===== src/rtl/dmem_lsu_if.sv =====
// Request/response and data-memory bus bundle for the load/store unit.
// slave: LSU side; master: core/memory side.
interface dmem_lsu_if #(
  parameter int ADDR_WIDTH = 11
);
  logic                  i_req_valid;
  logic                  o_req_ready;
  logic                  i_req_we;
  logic [31:0]           i_req_addr;
  logic [1:0]            i_req_size;
  logic                  i_req_unsigned;
  logic [31:0]           i_req_wdata;
  logic                  o_rsp_valid;
  logic [31:0]           o_rsp_rdata;
  logic                  o_rsp_err;
  logic [ADDR_WIDTH-1:0] o_mem_addr;
  logic [31:0]           o_mem_wdata;
  logic [3:0]            o_mem_wen;
  logic [31:0]           i_mem_rdata;

  modport slave (
    input  i_req_valid, i_req_we, i_req_addr,
    input  i_req_size, i_req_unsigned, i_req_wdata,
    input  i_mem_rdata,
    output o_req_ready, o_rsp_valid, o_rsp_rdata,
    output o_rsp_err, o_mem_addr, o_mem_wdata, o_mem_wen
  );

  modport master (
    output i_req_valid, i_req_we, i_req_addr,
    output i_req_size, i_req_unsigned, i_req_wdata,
    output i_mem_rdata,
    input  o_req_ready, o_rsp_valid, o_rsp_rdata,
    input  o_rsp_err, o_mem_addr, o_mem_wdata, o_mem_wen
  );
endinterface


===== src/rtl/dmem_lsu.sv =====
// Load/store unit: lane alignment, boundary split, sign extension.
// Ports: clk, rst_n (async low), bus (dmem_lsu_if.slave).
module dmem_lsu #(
  parameter int DEPTH      = 2048,
  parameter int ADDR_WIDTH = $clog2(DEPTH)
) (
  input logic       clk,
  input logic       rst_n,
  dmem_lsu_if.slave bus
);
  typedef enum logic [2:0] {
    IDLE, ACC0, ACC1, WAIT, RESP
  } state_t;

  localparam logic [31:0] LP_DEPTH = 32'(DEPTH);

  state_t r_state, w_next;

  logic                  r_we, r_uns, r_split, r_err;
  logic [1:0]            r_size, r_k;
  logic [ADDR_WIDTH-1:0] r_w;
  logic [31:0]           r_wdata, r_lo, r_rdata;

  function automatic logic [3:0] size_mask(input logic [1:0] s);
    unique case (s)
      2'd0:    return 4'b0001;
      2'd1:    return 4'b0011;
      2'd2:    return 4'b1111;
      default: return 4'b0000;
    endcase
  endfunction

  logic        w_acc;
  logic [29:0] w_word;
  logic [7:0]  w_in_lane, w_lane;
  logic        w_in_split, w_in_err;
  logic [63:0] w_d, w_pair;
  logic [31:0] w_sh, w_load;

  assign w_acc      = (r_state == IDLE) & bus.i_req_valid;
  assign w_word     = bus.i_req_addr[31:2];
  assign w_in_lane  = {4'b0, size_mask(bus.i_req_size)}
                      << bus.i_req_addr[1:0];
  assign w_in_split = |w_in_lane[7:4];
  // Second word of a split access must also fit in the memory.
  assign w_in_err   = (bus.i_req_size == 2'd3)
                    | ({2'b0, w_word} >= LP_DEPTH)
                    | (w_in_split &
                       (({2'b0, w_word} + 32'd1) >= LP_DEPTH));

  assign w_lane = {4'b0, size_mask(r_size)} << r_k;
  assign w_d    = {32'b0, r_wdata} << {r_k, 3'b000};

  // Split loads join the captured low word with the high word.
  assign w_pair = r_split ? {bus.i_mem_rdata, r_lo}
                          : {32'b0, bus.i_mem_rdata};
  assign w_sh   = 32'(w_pair >> {r_k, 3'b000});

  always_comb begin
    w_load = w_sh;
    unique case (r_size)
      2'd0:
        w_load = {{24{~r_uns & w_sh[7]}}, w_sh[7:0]};
      2'd1:
        w_load = {{16{~r_uns & w_sh[15]}}, w_sh[15:0]};
      default:
        w_load = w_sh;
    endcase
  end

  always_comb begin
    w_next = r_state;
    unique case (r_state)
      IDLE:
        if (bus.i_req_valid)
          w_next = w_in_err ? RESP : ACC0;
      ACC0:    w_next = r_split ? ACC1 : WAIT;
      ACC1:    w_next = WAIT;
      WAIT:    w_next = RESP;
      RESP:    w_next = IDLE;
      default: w_next = IDLE;
    endcase
  end

  always_ff @(posedge clk or negedge rst_n) begin
    if (!rst_n) r_state <= IDLE;
    else        r_state <= w_next;
  end

  always_ff @(posedge clk or negedge rst_n) begin
    if (!rst_n) begin
      r_we    <= 1'b0;
      r_uns   <= 1'b0;
      r_split <= 1'b0;
      r_err   <= 1'b0;
      r_size  <= 2'd0;
      r_k     <= 2'd0;
      r_w     <= '0;
      r_wdata <= 32'd0;
      r_lo    <= 32'd0;
      r_rdata <= 32'd0;
    end else begin
      if (w_acc) begin
        r_we    <= bus.i_req_we;
        r_uns   <= bus.i_req_unsigned;
        r_size  <= bus.i_req_size;
        r_k     <= bus.i_req_addr[1:0];
        r_wdata <= bus.i_req_wdata;
        r_split <= w_in_split;
        r_err   <= w_in_err;
        r_w     <= w_in_err ? '0
                 : bus.i_req_addr[ADDR_WIDTH+1:2];
        r_rdata <= 32'd0;
      end
      if (r_state == ACC1)
        r_lo <= bus.i_mem_rdata;
      if (r_state == WAIT)
        r_rdata <= r_we ? 32'd0 : w_load;
      if (r_state == RESP) begin
        r_rdata <= 32'd0;
        r_err   <= 1'b0;
      end
    end
  end

  always_comb begin
    bus.o_mem_addr  = '0;
    bus.o_mem_wdata = 32'd0;
    bus.o_mem_wen   = 4'd0;
    unique case (r_state)
      ACC0: begin
        bus.o_mem_addr  = r_w;
        bus.o_mem_wdata = w_d[31:0];
        bus.o_mem_wen   = r_we ? w_lane[3:0] : 4'd0;
      end
      ACC1: begin
        bus.o_mem_addr  = r_w + ADDR_WIDTH'(1);
        bus.o_mem_wdata = w_d[63:32];
        bus.o_mem_wen   = r_we ? w_lane[7:4] : 4'd0;
      end
      default: ;
    endcase
  end

  assign bus.o_req_ready = (r_state == IDLE);
  assign bus.o_rsp_valid = (r_state == RESP);
  assign bus.o_rsp_rdata = r_rdata;
  assign bus.o_rsp_err   = r_err;
endmodule


===== src/flat_wrapper.sv =====
// flat-port wrapper written by rule: the top's interface ports become plain ports
module dmem_lsu_flat 
#(
  parameter int DEPTH      = 2048,
  parameter int ADDR_WIDTH = $clog2(DEPTH)
)
  (clk, rst_n, bus_i_req_valid, bus_i_req_we, bus_i_req_addr, bus_i_req_size, bus_i_req_unsigned, bus_i_req_wdata, bus_i_mem_rdata, bus_o_req_ready, bus_o_rsp_valid, bus_o_rsp_rdata, bus_o_rsp_err, bus_o_mem_addr, bus_o_mem_wdata, bus_o_mem_wen);
  dmem_lsu_if #(.ADDR_WIDTH(ADDR_WIDTH)) bus_i ();
  input logic clk;
  input logic rst_n;
  input wire logic [$bits(bus_i.i_req_valid)-1:0] bus_i_req_valid;
  input wire logic [$bits(bus_i.i_req_we)-1:0] bus_i_req_we;
  input wire logic [$bits(bus_i.i_req_addr)-1:0] bus_i_req_addr;
  input wire logic [$bits(bus_i.i_req_size)-1:0] bus_i_req_size;
  input wire logic [$bits(bus_i.i_req_unsigned)-1:0] bus_i_req_unsigned;
  input wire logic [$bits(bus_i.i_req_wdata)-1:0] bus_i_req_wdata;
  input wire logic [$bits(bus_i.i_mem_rdata)-1:0] bus_i_mem_rdata;
  output wire logic [$bits(bus_i.o_req_ready)-1:0] bus_o_req_ready;
  output wire logic [$bits(bus_i.o_rsp_valid)-1:0] bus_o_rsp_valid;
  output wire logic [$bits(bus_i.o_rsp_rdata)-1:0] bus_o_rsp_rdata;
  output wire logic [$bits(bus_i.o_rsp_err)-1:0] bus_o_rsp_err;
  output wire logic [$bits(bus_i.o_mem_addr)-1:0] bus_o_mem_addr;
  output wire logic [$bits(bus_i.o_mem_wdata)-1:0] bus_o_mem_wdata;
  output wire logic [$bits(bus_i.o_mem_wen)-1:0] bus_o_mem_wen;
  assign bus_i.i_req_valid = bus_i_req_valid;
  assign bus_i.i_req_we = bus_i_req_we;
  assign bus_i.i_req_addr = bus_i_req_addr;
  assign bus_i.i_req_size = bus_i_req_size;
  assign bus_i.i_req_unsigned = bus_i_req_unsigned;
  assign bus_i.i_req_wdata = bus_i_req_wdata;
  assign bus_i.i_mem_rdata = bus_i_mem_rdata;
  assign bus_o_req_ready = bus_i.o_req_ready;
  assign bus_o_rsp_valid = bus_i.o_rsp_valid;
  assign bus_o_rsp_rdata = bus_i.o_rsp_rdata;
  assign bus_o_rsp_err = bus_i.o_rsp_err;
  assign bus_o_mem_addr = bus_i.o_mem_addr;
  assign bus_o_mem_wdata = bus_i.o_mem_wdata;
  assign bus_o_mem_wen = bus_i.o_mem_wen;
  dmem_lsu #(.DEPTH(DEPTH), .ADDR_WIDTH(ADDR_WIDTH)) u_core (.clk(clk), .rst_n(rst_n), .bus(bus_i));
endmodule

===== config.mk =====
export PLATFORM = sky130hd
export DESIGN_NAME = dmem_lsu_flat
export DESIGN_NICKNAME = d
export VERILOG_FILES = /design/src/rtl/dmem_lsu_if.sv /design/src/rtl/dmem_lsu.sv /design/src/flat_wrapper.sv
export SDC_FILE = /design/constraint.sdc
export NUM_CORES = 1
export LEC_CHECK = 0
export BUFFER_PORTS_ARGS = -buffer_cell sky130_fd_sc_hd__clkbuf_2
export CAP_MARGIN = 20
export CORE_ASPECT_RATIO = 1.1
export CORE_UTILIZATION = 30
export CTS_CLUSTER_SIZE = 25
export DETAILED_ROUTE_END_ITERATION = 6
export HOLD_SLACK_MARGIN = 0.08
export PLACE_DENSITY = 0.55
export SLEW_MARGIN = 20
export SYNTH_ARGS = -nofsm -noshare
export SYNTH_HDL_FRONTEND = slang
export SYNTH_SLANG_ARGS = --single-unit
export TNS_END_PERCENT = 5

===== constraint.sdc =====
create_clock -name clk -period 2.5 [get_ports clk]
set_input_delay 0 -clock clk [delete_from_list [all_inputs] [get_ports clk]]
set_output_delay 0 -clock clk [all_outputs]
set_load 0.01 [all_outputs]

==> flow_summary_export.csv, run 1 <==
group,metric,value,unit
sta,tns,0,ps
power_and_ir_drop,sw_frac_of_total,37.6,%
sta,skew,6.32,ps
sta,rsz0062_at_grt,"no",
sta,fin_crit,2380,ps
power_and_ir_drop,power_frac_seq,32.6,%
cells_and_area,antenna_cells,0,
yosys,synth-async-reset-ratio,100,%
clock_network,worst_skew_pair.late_latency,410,ps
die,die_h,164,µm
cells_and_area,drive_gt1_share,26.4,%
setup_path,crit_path_end_kind,"output port",
clock_network,cts-root-buf,"clkbuf_16",
yosys,yosys-top-cells-count,"305 x nand2_1, 118 x dfrtp_1, 63 x mux2i_1",
setup_path,cp-start-kind,"flip-flop",
cells_and_area,stdcell_count,1433,
drt,vias,7139,
yosys,synth_area_leaders,"dfrtp_1 41%, nand2_1 16%, mux2i_1 8.8%",
yosys,synth.distinct_cells,50,
sta,worst_hold_slack,89.9,ps
placed_design,port_buffers,184,
drt,drtIter0Drc,347,
yosys,synth_seq_cells,118,
placed_design,hpwl,16900,µm
drt,antenna_left,0,
yosys,netlist_area,7150,µm²
cells_and_area,nNetsFinal,1232,
power_and_ir_drop,power.density,853,nW/µm²
die,core_area,23100,µm²
yosys,synth_top_cell_by_area,"dfrtp_1",
clock_network,h-tree-depth,4,
cells_and_area,syn_to_final_growth,39.1,%
power_and_ir_drop,p_int,5.29,mW
yosys,synth_most_common_cell,"nand2_1",
hold_path,hp-class,"in -> reg",
yosys,yosysSeqAreaShare,41.3,%
yosys,synthesis.nets,965,
setup_path,critical_path_arrival,2380,ps
cells_and_area,nFillCells,2309,
die,chipWidth,149,µm
clock_network,cts_sinks,118,
power_and_ir_drop,fin_total_pwr,8.49,mW
clock_network,cts.path.max_buffers,2,
placed_design,dp.cells,1317,
yosys,synth_top_area_share,41.3,%
grt,grt_pass1_vias,7101,
placed_design,gp_congestion,0.871,
status,status,"complete, no violations",
cells_and_area,final_core_util,43.0,%
grt,grt_max_degree,55,
setup_path,path_class,"reg -> out",
setup_path,worstPathMaxFanout,32,
die,initial_core_util,30.9,%
drt,viasPerCell,4.98,
power_and_ir_drop,power_switching,3.20,mW
yosys,synth_edf_count,0,
setup_path,cp_data_required_time,2500,ps
power_and_ir_drop,clock_power_share,28.6,%
clock_network,cts_buffers,17,
power_and_ir_drop,p_leak,4.86,nW
sta,final_hold_viol_count,0,
yosys,synthCells,855,
yosys,ys_dominant_reg_cell,"dfrtp_1",
sta,clock.fmax,421,MHz
power_and_ir_drop,vdd_drop_max,0.436,mV
drt,drc,0,
power_and_ir_drop,p_comb_share,38.7,%
yosys,syn_area_per_cell,8.37,µm²
yosys,synth_warnings,0,
sta,finalMaxSlewViolations,0,
die,num_io_pins,185,
sta,post-route-period-util,95.0,%
grt,grt_use_total,20.1,%
grt,antenna_found_initial,0,
clock_network,clk_pin_slew,60,ps
die,dieArea,24500,µm²
grt,grt_pass1_wl,38000,µm
drt,wire_per_inst,16.6,µm
die,rows,58,
sta,tightest_slew,859,ps
clock_network,cts_tree,"yes",
job,drv_cap,0,
grt,grt_overflow_total,0,
drt,drtPass1Iterations,5,
sta,setup_viol,0,
sta,slew_headroom,42.6,%
drt,drt-total-wl,23800,µm
## state kept, by name, indices dropped and copies added (netlist names)
| register | cells |
|---|---|
| u_core.r_size | 2 |
| u_core.r_we | 1 |
| u_core.bus.o_rsp_err | 1 |
| u_core.r_uns | 1 |
| u_core.r_wdata | 32 |
| u_core.r_split | 1 |
| u_core.r_lo | 32 |
| u_core.r_w | 11 |
| u_core.r_k | 2 |
| u_core.bus.o_rsp_rdata | 32 |
| u_core.r_state | 3 |
## cells in the final DEF (no fill, tap or decap), drive strengths merged, types with 8 or more instances in the layout
cell type,n
nand2,305
clkbuf,205
dfrtp,118
dlygate4sd3,86
o21ai,68
mux2i,63
nor2,38
buf,34
a211oi,23
o22ai,15
mux2,14
a21oi,14
and3,12
a22oi,11
inv,10
nor3,10
mux4,8
nand3,8
## through the flow
stage	cell area, µm²	setup WS, ps
after CTS	9950	93.7
after global placement	8500	368
after detailed placement	8500	363
after floorplan	7150	636
after global routing	9950	6.94
final	9950	124
## kinds of logic after synthesis
group | after synthesis | share of synthesized area [%]
and+or+nand+nor | 403 | 23.2
muxes | 85 | 13.5
xor gates and xnor gates | 2 | 0.245
adders and majority gates | 7 | 1.22
DFF | 118 | 41.3
buffers and inverters | 67 | 4.25
AOI/OAI and AO/OA | 173 | 16.3
## critical path: stages (launching register included)
cell	delay, ps
dfrtp_4	540
buf_4	460
mux2_2	410
nand2_1	60
o21ai_0	70
a22o_1	260
clkbuf_2	130
## layer usage
metal	track usage (%)	routed length, µm	vias to the layer above
li1	-	-	3484
met1	26.5	10800	3403
met2	33.7	11500	230
met3	3.86	1320	22
met4	4.68	250	0
met5	0	0	-
## worst paths after layout
kind                                      startpoint                         end  slack (ps)  depth (start not counted)
min in group asynchronous                      rst_n             u_core.r_lo[18]         140                          2
max in group asynchronous                      rst_n  u_core.bus.o_rsp_rdata[11]        1520                          3
max                                    u_core.r_k[0]          bus_o_mem_wdata[3]         120                          6
min                               bus_i_req_addr[24]               u_core.r_w[9]          90                          5
max reg2reg                        u_core.r_state[1]                u_core.r_uns         230                          7
min reg2reg                u_core.bus.o_rsp_rdata[6]   u_core.bus.o_rsp_rdata[6]         480                          2
## timing repair
action	in CTS	in global routing
setup endpoints to repair	0	3
resized for setup	0	1
endpoints found under the hold margin	127	0
hold buffers	86	0
buffers inserted	0	0
## cell type report
cell class | instances | area (µm²) | share of cell area (%)
tap | 300 | 375 | 3.77
clock inverter | 8 | 98.8 | 0.993
multi-input combinational | 670 | 3920 | 39.4
clock buffer | 22 | 484 | 4.87
sequential | 118 | 2960 | 29.7
timing repair buffer | 303 | 2070 | 20.8
inverter | 12 | 45.0 | 0.453
## power by group through the flow
stage | registers [mW] | logic [mW] | clock network, mW
5_1_grt | 2.84 | 3.66 | 2.59
3_3_place_gp | 2.79 | 3.12 | 0
4_1_cts | 2.76 | 3.29 | 2.50
6_report | 2.77 | 3.29 | 2.43
2_1_floorplan | 2.63 | 2.33 | 0
3_5_place_dp | 2.79 | 3.15 | 0
Power figures use the tool's default switching activity.
==> inputs of run 2 (changes only) <==
Settings changed: ABC_AREA set to 1.
==> flow_summary_export.csv, run 2 <==
group,metric,value,unit
status,status,"complete, no violations",
cells_and_area,drive_gt1_share,21.4,%
placed_design,hpwl,21000,µm
yosys,synth_top_area_share,36.9,%
hold_path,hp-class,"in -> async",
sta,post-route-period-util,92.6,%
cells_and_area,syn_to_final_growth,34.6,%
yosys,syn_area_per_cell,6.77,µm²
yosys,synth_seq_cells,118,
grt,grt.met2_usage,36.1,%
sta,final_hold_viol_count,0,
drt,drc,0,
yosys,synth_most_common_cell,"nand2_1",
setup_path,worstPathMaxFanout,16,
setup_path,worstReg2RegStart,"u_core.r_state[1]",
grt,grt_pass1_wl,45000,µm
grt,grt_use_total,21.4,%
clock_network,h-tree-depth,4,
grt,grt_max_degree,65,
drt,wire_per_inst,15.8,µm
grt,grt_pass1_vias,8580,
die,rows,62,
setup_path,path_class,"reg -> out",
sta,clock.fmax,432,MHz
grt,grt_util_met3,3.13,%
yosys,synth_warnings,0,
clock_network,cts-root-buf,"clkbuf_16",
grt,grt_use_met1,27.5,%
drt,antenna_left,0,
yosys,netlist_area,8010,µm²
placed_design,port_buffers,184,
power_and_ir_drop,vdd_drop_max,0.475,mV
yosys,yosysSeqAreaShare,36.9,%
setup_path,critical_path_arrival,2320,ps
yosys,ys_dominant_reg_cell,"dfrtp_1",
yosys,synth_top_cell_by_area,"dfrtp_1",
cells_and_area,layout_commonest_cell,"nand2_1",
clock_network,clk_pin_slew,60,ps
yosys,synthCells,1184,
grt,grt_overflow_total,0,
cells_and_area,mostFrequentLayoutCells,"448 x nand2_1, 183 x clkbuf_2, 148 x o21ai_0, 116 x dfrtp_1, 90 x inv_1",
clock_network,cts_buffers,17,
drt,drt-total-wl,28400,µm
grt,busiest_layer,"met2",
die,die_h,173,µm
job,drv_cap,0,
yosys,yosys-top-cells-count,"448 x nand2_1, 151 x o21ai_0, 118 x dfrtp_1",
drt,viasPerCell,4.87,
die,chipWidth,158,µm
sta,fin_crit,2320,ps
placed_design,gp_congestion,0.932,
grt,antenna_found_initial,0,
die,num_io_pins,185,
cells_and_area,nNetsFinal,1537,
die,core_area,26100,µm²
power_and_ir_drop,fin_total_pwr,10.8,mW
clock_network,cts_sinks,118,
clock_network,cts_tree,"yes",
setup_path,reg2reg_slack,250,ps
power_and_ir_drop,p_leak,5.31,nW
die,initial_core_util,30.6,%
sta,skew,7.85,ps
yosys,synth_area_leaders,"dfrtp_1 37%, nand2_1 21%, o21ai_0 9.4%",
sta,rsz0062_at_grt,"yes",
sta,worst_hold_slack,133,ps
sta,setup_viol,0,
setup_path,reg2reg_to,"u_core.r_state[0]",
setup_path,cp-start-kind,"flip-flop",
power_and_ir_drop,power.density,1010,nW/µm²
drt,drtPass1Iterations,5,
drt,drtIter0Drc,681,
die,dieArea,27400,µm²
drt,vias,8728,
yosys,synth-async-reset-ratio,100,%
sta,tightest_slew,939,ps
sta,slew_headroom,37.4,%
yosys,synth.distinct_cells,44,
clock_network,worst_skew_pair.late_latency,430,ps
setup_path,crit_path_end_kind,"output port",
yosys,synth_edf_count,0,
cells_and_area,antenna_cells,0,
clock_network,cts.path.max_buffers,2,
setup_path,cp_data_required_time,2500,ps
setup_path,rr_worst_depth,8,
yosys,synthesis.nets,1294,
sta,finalMaxSlewViolations,0,
==> run 2: cell count changes in the layout (fill, tap and decap cells not counted), sizes merged, moves of 23 or more <==
cell    delta
mux2i     -61
nor2      +42
o21ai     +88
inv       +90
a21oi     +34
nand3     +25
nand2    +152
a211oi    -23
==> run 2: cells by family after synthesis <==
logic type / share of synthesized area, %
AOI/OAI and AO/OA: 22.5
muxes: 0.250
xor gates and xnor gates: 0.219
DFF: 36.9
buffers and inverters: 8.09
and+or+nand+nor: 31.0
adders and majority gates: 1.09
==> run 2: how the worst max path moves through the flow <==
stage	slack, ps	startpoint	cells past startpoint	endpoint
floorplan	560	u_core.r_size[0]	8	u_core.bus.o_rsp_rdata[20]
global placement	410	u_core.r_size[1]	5	u_core.bus.o_rsp_rdata[31]
detailed placement	340	u_core.r_size[1]	7	u_core.bus.o_rsp_rdata[18]
CTS	70	u_core.r_state[1]	8	u_core.r_state[0]
global route	-20	u_core.r_state[1]	8	bus_o_mem_wdata[18]
finish	180	u_core.r_state[2]	7	bus_o_mem_wdata[21]
==> run 2: critical path, cell delays in order (launching register included) <==
cell      delay, ps
dfrtp_1         430
nor3_2          240
inv_2           200
nor2_1          130
buf_4           220
inv_1           180
o21ai_1         290
clkbuf_2        180
==> run 2: report_power, final <==
group	total, mW	switching, mW	leakage, nW	internal (mW)
clock	2.68	0.951	0.311	1.73
sequential	2.98	0.456	1.52	2.53
combinational	5.18	3.60	3.49	1.58
total	10.8	5.01	5.31	5.84
==> run 2: timing repair <==
action,CTS,global route
endpoints found under the setup margin,0,20
setup buffers,0,0
hold endpoints to repair,175,0
hold buffers,84,0
gates resized for setup,0,6
==> run 2: final cells by class <==
class                   count  area [µm²]
inverters                  99         372
clock buffers              19         453
flip-flops and latches    118        2960
repair buffers            291        1960
fillers                  2791       15400
multi-input cells         900        4420
clock inverters            13         193
well taps                 352         440
==> run 2: per-layer routing <==
metal | wire (µm) | up-vias
met4 | 594 | 0
met1 | 12500 | 4033
met5 | 0 | -
li1 | - | 4385
met3 | 1390 | 39
met2 | 13900 | 271
==> run 2: through the flow <==
stage	instances	utilization [%]	worst slack, ps	area [µm²]	TNS [ps]
floorplan	1184	-	564	8010	0
global placement	1676	35.5	409	9290	0
detailed placement	1676	35.5	340	9290	0
CTS	1792	41.2	74.8	10800	0
global route	1792	41.3	-20.1	10800	-44.1
finish	1792	41.3	185	10800	0
==> inputs of run 3 (changes only) <==
Clock period 2.5 ns to 2.8 ns, I/O delays scaled along.
==> flow_summary_export.csv, run 3 (synthesized netlist as in run 2, its figures left out) <==
group,metric,value,unit
status,status,"complete, no violations",
setup_path,crit_path_end_kind,"output port",
cells_and_area,drive_gt1_share,21.1,%
setup_path,path_class,"reg -> out",
sta,worst_hold_slack,207,ps
die,rows,62,
die,initial_core_util,30.6,%
clock_network,cts_buffers,17,
drt,drc,0,
drt,drtPass1Iterations,5,
clock_network,cts.path.max_buffers,2,
grt,grt_pass1_vias,8393,
cells_and_area,antenna_cells,0,
setup_path,crit_family,"buffers and inverters",
clock_network,worst_skew_pair.late_latency,420,ps
sta,slew_headroom,38.8,%
drt,viasPerCell,4.86,
die,dieArea,27400,µm²
setup_path,reg2reg_slack,480,ps
sta,finalMaxSlewViolations,0,
grt,grt_use_total,21.0,%
sta,skew,11.9,ps
sta,final_hold_viol_count,0,
setup_path,cp-start-kind,"flip-flop",
sta,setup_viol,0,
clock_network,cts-root-buf,"clkbuf_16",
power_and_ir_drop,vdd_drop_max,0.471,mV
clock_network,cts_tree,"yes",
setup_path,rr_worst_depth,10,
setup_path,worst-path-buf-inv,3,
cells_and_area,nFillCells,2731,
clock_network,cts_sinks,118,
cells_and_area,nNetsFinal,1536,
drt,drt-total-wl,28200,µm
job,drv_cap,0,
setup_path,reg2reg_to,"u_core.bus.o_rsp_rdata[17]",
placed_design,hpwl,20700,µm
placed_design,gp_congestion,0.922,
die,chipWidth,158,µm
die,core_area,26100,µm²
setup_path,worstPathMaxFanout,16,
sta,post-route-period-util,86.8,%
cells_and_area,mostFrequentLayoutCells,"448 x nand2_1, 183 x clkbuf_2, 151 x o21ai_0, 116 x dfrtp_1, 90 x inv_1",
grt,grt_pass1_wl,44600,µm
drt,antenna_left,0,
cells_and_area,syn_to_final_growth,34.0,%
clock_network,clk_pin_slew,60,ps
die,die_h,173,µm
clock_network,post-cts-setup-buffer-count,0,
sta,tightest_slew,919,ps
clock_network,ctsHoldBuffers,85,
setup_path,crit_chain,"nor3_2 -> inv_2 -> nor2_1 -> inv_1 -> o21ai_0 -> clkbuf_2",
cells_and_area,layout_commonest_cell,"nand2_1",
power_and_ir_drop,p_leak,5.29,nW
setup_path,critical_path_arrival,2430,ps
drt,drtIter0Drc,589,
drt,vias,8699,
placed_design,port_buffers,184,
die,num_io_pins,185,
sta,fin_crit,2430,ps
sta,clock.fmax,411,MHz
power_and_ir_drop,power.density,889,nW/µm²
drt,wire_per_inst,15.8,µm
cells_and_area,multi_input_area,4410,µm²
grt,antenna_found_initial,0,
setup_path,critical_path.max_stage_delay,420,ps
sta,tns,0,ps
cells_and_area,regArea,2960,µm²
sta,rsz0062_at_grt,"no",
setup_path,crit_slowest_cell,"dfrtp_1",
clock_network,h-tree-depth,4,
grt,grt_overflow_total,0,
hold_path,hp-class,"in -> async",
setup_path,cp_data_required_time,2800,ps
setup_path,worstReg2RegStart,"u_core.r_split",
grt,grt_max_degree,60,
clock_network,cts_resized,0,
run 3: cell count changes in the layout (fill, tap and decap cells not counted), sizes merged:
cell	change
buf	-2
bufinv	-1
clkbuf	-2
clkinv	+1
dlygate4sd3	+1
inv	+1
run 3: area by class of cell:
class / instances / share of cell area [%]
clock buffer: 17 / 3.96
clock inverter: 14 / 1.64
inverter: 99 / 3.46
multi-input combinational: 900 / 41.1
sequential: 118 / 27.5
tap: 352 / 4.10
timing repair buffer: 290 / 18.2
run 3: where the power goes:
group	total, mW	internal, mW	switching [mW]
Combinational	4.60	1.40	3.20
Clock	2.26	1.40	0.854
Sequential	2.68	2.26	0.428
Total	9.54	5.06	4.48
run 3: per-stage QoR:
step	cell area [µm²]	std cells	setup slack (ps)	power, mW	utilization [%]
floorplan	8010	1184	864	5.79	-
global placement	9290	1674	534	7.18	35.5
detailed placement	9290	1674	539	7.20	35.5
CTS	10700	1790	349	9.60	41.1
global route	10700	1790	181	10.3	41.1
finish	10700	1790	369	9.54	41.1
run 3: worst reg2reg max path, stage by stage, from the launching register on:
cell and delay (ps):
dfrtp_1 600, inv_2 260, nand2_1 110, o21ai_0 110, nand2_1 80, nand3_1 70, o21ai_2 100, nand3_2 190
nand3_1 160, o21ai_2 250, o31ai_1 310
run 3: how the worst max path moves through the flow:
stage                 startpoint                    endpoint  slack [ps]  depth (start not counted)
2_1_floorplan   u_core.r_size[0]  u_core.bus.o_rsp_rdata[20]         860                          8
3_3_place_gp      u_core.r_split  u_core.bus.o_rsp_rdata[30]         530                          9
3_5_place_dp      u_core.r_split  u_core.bus.o_rsp_rdata[30]         540                         10
4_1_cts        u_core.r_state[2]         bus_o_mem_wdata[21]         350                          6
5_1_grt        u_core.r_state[2]         bus_o_mem_wdata[17]         180                          6
6_report       u_core.r_state[2]         bus_o_mem_wdata[21]         370                          6
run 3: per-layer routing:
metal  part of all wire (%)  wire (µm)  vias to the layer above  track usage, %
li1                       -          -                     4382               -
met1                     45      12600                     4026            27.2
met2                     49      13900                      262            36.1
met3                    4.6       1300                       29            2.97
met4                    1.7        473                        0            5.74
met5                      0          0                        -               0
